===== src/rtl/axis_splitter_fanout.sv =====
// Splits one wide AXI-Stream beat into N_LANES independent lanes, each behind its own FWFT FIFO.
// Optional AXIS_SPLIT_STATS_EN adds a saturating input-stall counter (stall_cnt).
module axis_splitter_fanout #(
    parameter int unsigned LANE_W  = 64,
    parameter int unsigned N_LANES = 2,
    parameter int unsigned DEPTH   = 4,
    localparam int unsigned CW     = $clog2(DEPTH) + 1
) (
    input  logic                        aclk,
    input  logic                        areset,
    input  logic [N_LANES-1:0]          lane_en,
    input  logic [N_LANES*LANE_W-1:0]   s_axis_tdata,
    input  logic                        s_axis_tvalid,
    output logic                        s_axis_tready,
    input  logic                        s_axis_tlast,
    output logic [N_LANES*LANE_W-1:0]   m_axis_tdata,
    output logic [N_LANES-1:0]          m_axis_tvalid,
    input  logic [N_LANES-1:0]          m_axis_tready,
    output logic [N_LANES-1:0]          m_axis_tlast,
`ifdef AXIS_SPLIT_STATS_EN
    output logic [31:0]                 stall_cnt,
`endif
    output logic [N_LANES*CW-1:0]       lane_level
);

    localparam int unsigned PW = $clog2(DEPTH);
    localparam logic [CW-1:0] LevelFull = CW'(DEPTH);

    logic [N_LANES-1:0][PW-1:0] wr_ptr_q, wr_ptr_d;
    logic [N_LANES-1:0][PW-1:0] rd_ptr_q, rd_ptr_d;
    logic [N_LANES-1:0][CW-1:0] level_q, level_d;
    logic [N_LANES-1:0]         push, pop;
    logic                       accept;
    logic [LANE_W:0]            head;

    // Each entry holds {tlast, data}; contents survive reset on purpose.
    logic [LANE_W:0] mem_q [N_LANES][DEPTH];

    // Ready looks only at registered levels, never at downstream ready.
    always_comb begin
        s_axis_tready = !areset;
        for (int k = 0; k < int'(N_LANES); k++) begin
            if (lane_en[k] && (level_q[k] == LevelFull)) begin
                s_axis_tready = 1'b0;
            end
        end
    end

    always_comb begin
        accept = s_axis_tvalid && s_axis_tready;
        for (int k = 0; k < int'(N_LANES); k++) begin
            push[k]     = accept && lane_en[k];
            pop[k]      = m_axis_tvalid[k] && m_axis_tready[k];
            wr_ptr_d[k] = push[k] ? wr_ptr_q[k] + PW'(1) : wr_ptr_q[k];
            rd_ptr_d[k] = pop[k] ? rd_ptr_q[k] + PW'(1) : rd_ptr_q[k];
            level_d[k]  = level_q[k];
            if (push[k] && !pop[k]) begin
                level_d[k] = level_q[k] + CW'(1);
            end else if (!push[k] && pop[k]) begin
                level_d[k] = level_q[k] - CW'(1);
            end
            if (areset) begin
                wr_ptr_d[k] = '0;
                rd_ptr_d[k] = '0;
                level_d[k]  = '0;
            end
        end
    end

    always_ff @(posedge aclk) begin
        wr_ptr_q <= wr_ptr_d;
        rd_ptr_q <= rd_ptr_d;
        level_q  <= level_d;
    end

    always_ff @(posedge aclk) begin
        for (int k = 0; k < int'(N_LANES); k++) begin
            if (push[k]) begin
                mem_q[k][wr_ptr_q[k]] <= {s_axis_tlast, s_axis_tdata[k*LANE_W +: LANE_W]};
            end
        end
    end

    // Head is gated by valid so stale memory never leaks out after reset.
    always_comb begin
        head = '0;
        for (int k = 0; k < int'(N_LANES); k++) begin
            head                             = mem_q[k][rd_ptr_q[k]];
            m_axis_tvalid[k]                 = (level_q[k] != '0);
            m_axis_tdata[k*LANE_W +: LANE_W] = m_axis_tvalid[k] ? head[LANE_W-1:0] : '0;
            m_axis_tlast[k]                  = m_axis_tvalid[k] && head[LANE_W];
            lane_level[k*CW +: CW]           = level_q[k];
        end
    end

`ifdef AXIS_SPLIT_STATS_EN
    logic [31:0] stall_cnt_q, stall_cnt_d;

    always_comb begin
        stall_cnt_d = stall_cnt_q;
        if (areset) begin
            stall_cnt_d = '0;
        end else if (s_axis_tvalid && !s_axis_tready && (stall_cnt_q != 32'hFFFF_FFFF)) begin
            stall_cnt_d = stall_cnt_q + 32'd1;
        end
    end

    always_ff @(posedge aclk) begin
        stall_cnt_q <= stall_cnt_d;
    end

    assign stall_cnt = stall_cnt_q;
`endif

endmodule


===== config.mk =====
export PLATFORM = sky130hd
export DESIGN_NAME = axis_splitter_fanout
export DESIGN_NICKNAME = d
export VERILOG_FILES = /design/src/rtl/axis_splitter_fanout.sv
export SDC_FILE = /design/constraint.sdc
export NUM_CORES = 1
export LEC_CHECK = 0
export ABC_AREA = 1
export CAP_MARGIN = 20
export CORE_UTILIZATION = 61
export CTS_BUF_LIST = sky130_fd_sc_hd__clkbuf_2
export CTS_CLUSTER_DIAMETER = 80
export DETAILED_ROUTE_END_ITERATION = 8
export GPL_TIMING_DRIVEN = 1
export PLACE_DENSITY = 0.94
export SETUP_SLACK_MARGIN = 0.5
export SLEW_MARGIN = 20
export SYNTH_ARGS = -nofsm -noshare
export SYNTH_HDL_FRONTEND = slang
export SYNTH_SLANG_ARGS = --single-unit

===== constraint.sdc =====
create_clock -name aclk -period 6.55 [get_ports aclk]
set_input_delay 0.655 -clock aclk [delete_from_list [all_inputs] [get_ports aclk]]
set_output_delay 0.655 -clock aclk [all_outputs]
set_load 0.01 [all_outputs]

==> metrics.txt <==
status finished clean; total number of vias ~15000; WL per Instance 20.0 um; hold path depth 2; Cell Area, Synth ~0.021 mm2; final setup vio count 0; sequential fraction of the synthesis area 0.759; Peak VDD IR 273 uV; Yosys top cell area share 0.745; fin crit period 4.67 ns; Flop pwr share 0.421; PostCTS Resize Cnt 0; Crit path buffers/inverters 4; top cells by count, synth nor2_1 (548), edfxtp_1 (520), o21ai_1 (163); Crit Path Class flop to output port; die height around 190 um; Via density 5.76; crit-path cells buf_4 > inv_2 > buf_4 > nor2_1 > o21ai_1 > a21oi_1 > clkdlybuf4s50_1; slew margin rel. 0.259; top_reg_cell synth edfxtp_1; Crit-path slowest cell buf_4; MaxCap Viol Count 0; Die W roughly 190 um; power per cell area ~370 mW/mm2; crit path DAT between 4 and 5 ns; Sw Share 0.350; post-CTS setup buffers 0; FFs w/ async S/R, synth 0; CTS Buf Count 120; count leader, synth nor2_1; Setup crit end kind output port; Rows 67; largest cells by area after synthesis edfxtp_1 (75%), nor2_1 (9.8%), o21ai_1 (3.9%), a21oi_1 (3.3%), o21ai_0 (2.5%); post-route ant nets 0; Clock Sinks ~530; DRT Pass-1 Iters 5; synth unique cells 21; Tcrit/Tclk final 0.713; critical-path maximum fanout between 60 and 70; initial antenna violation count 6; delay of the slowest cell on the worst path roughly 0.62 ns; number of synthesized flops with an enable pin 520; Buffers on Ports ~270; TritonCTS clock tree built; Total GRT Usage 0.285; Syn Area/Cell 12.6 um2; top cell type by total area after synthesis edfxtp_1; global-route wire length before repair about 77 mm; Area Growth Syn to Fin 19.7%; Psw 3.28 mW; FF-to-FF setup slack approximately 3.3 ns; R2R cell count 7; hold crit path type primary input to flop; critical path depth in cells 7; root buffer cell clkbuf_2; CTS Hold Buffers Added 0; leakage power roughly 8.6 nW; Int Pwr just over 6 mW; clock power share 0.218; RSZ-0062 raised after global routing false; clk_lat worst skew just over 1 ns; die area about 0.035 mm2; critical path required time 5.89 ns; # H-tree levels 3; clock skew 0.113 ns; register bit total from synthesis 534; maximum clock frequency about 210 MHz; deepest clock path buffer count 3; placer congestion estimate ~0.86; vias in the first global route 14410; final WL ~50 mm; final worst setup slack 1.88 ns; crit start category flop; Initial Util 0.622; IO Pins approximately 280; hold_ws approximately 0.23 ns; Post-route DRC 0; syn_nets 1810; Core ar. ~0.034 mm2; final setup TNS 0 ns; Final Max Tran Viols 0; worst slack at placement 2.56 ns; total grt overflow 0; CP most frequent cell buf_4; Total Nets Final 2126; Hold Vio Cnt, Final 0; Iter 0 DRT Violations 1743; clock slew at reported path FFs approximately 0.10 ns; largest net degree at the start of global routing 121; Final HPWL DP about 30 mm; Warnings, synthesis 0; Comb pwr share 0.361; share of layout cells above drive strength 1 0.110; Top Family by Delay on Critical Path buffers and inverters; Syn Inst Count 1662; actual slew at the worst max-slew pin between 1 and 1.5 ns
power by group through the flow:
stage	registers, mW	logic, mW	clock network [mW]
floorplan	3.97	1.72	0
global placement	4.01	3.22	0
detailed placement	4.02	3.30	0
CTS	3.94	3.34	2.08
global route	3.96	3.62	2.24
finish	3.94	3.38	2.05
worst register-to-register path, cell delays in order (launching register included):
cell and delay (ns):
dfxtp_1 0.46, nor2_1 0.10, nand2_1 0.10, nand4_1 0.12, nor2_1 0.28, inv_1 0.24
nor2_4 0.88, buf_4 0.58
cells by family (layout without fill, tap and decap cells):
| logic type | after synthesis | in the layout | synth area share |
|---|---|---|---|
| DFF | 534 | 534 | 0.759 |
| xor gates and xnor gates | 1 | 1 | 0.000418 |
| other | 0 | 4 | 0 |
| buffers and inverters | 136 | 540 | 0.0327 |
| adders and majority gates | 12 | 12 | 0.00788 |
| AOI/OAI and AO/OA | 406 | 406 | 0.0970 |
| and+or+nand+nor | 573 | 573 | 0.104 |
metal layers:
metal	track usage	part of all wire
met2	0.474	0.49
met4	0.101	0.029
met5	0	0.00078
met1	0.369	0.36
met3	0.0704	0.12
cell type report:
class | count | area (um2)
clock inverter | 30 | 180
antenna | 4 | 10.0
timing repair buffer | 295 | 2940
fill | 1929 | 8620
sequential | 534 | 15900
tap | 448 | 561
inverter | 35 | 134
clock buffer | 180 | 901
multi-input combinational | 992 | 4440
registers in the layout, summed over array words and instances (netlist names):
name	count
mem_q	520
wr_ptr_q	4
lane_level	6
rd_ptr_q	4
through the flow:
stage	power, mW	utilization	cells	area [um2]
3_5_place_dp	7.32	0.710	2301	23900
6_report	9.37	0.744	2518	25100
5_1_grt	9.81	0.744	2517	25100
2_1_floorplan	5.69	-	1662	21000
4_1_cts	9.36	0.742	2511	25000
3_3_place_gp	7.23	0.710	2301	23900
cells in the final DEF, fill, tap and decap left out, types with 4 or more instances in the layout:
cell             netlist  layout
clkdlybuf4s50_1        0     274
nor2_4                 0       9
clkinv_1               0      22
clkinv_2               0       4
inv_2                  6       6
a21oi_1              139     139
dfxtp_1               14      10
diode_2                0       4
nand4_1                5       5
nand2_1               17      17
edfxtp_1             520     520
o21ai_1              163     163
o21ai_0              104     104
clkbuf_2              16     180
buf_4                 21      17
ha_1                  10      10
nor2_1               548     539
inv_1                 29      29
path summary, 6_finish.rpt:
path,startpoint,endpoint
setup / recovery,rd_ptr_q[1],m_axis_tdata[34]
hold / removal,areset,lane_level[3]
setup reg to reg,lane_level[3],mem_q[0][56]
hold reg to reg,lane_level[4],lane_level[4]
Note: power is estimated with default switching activity, not from simulation.
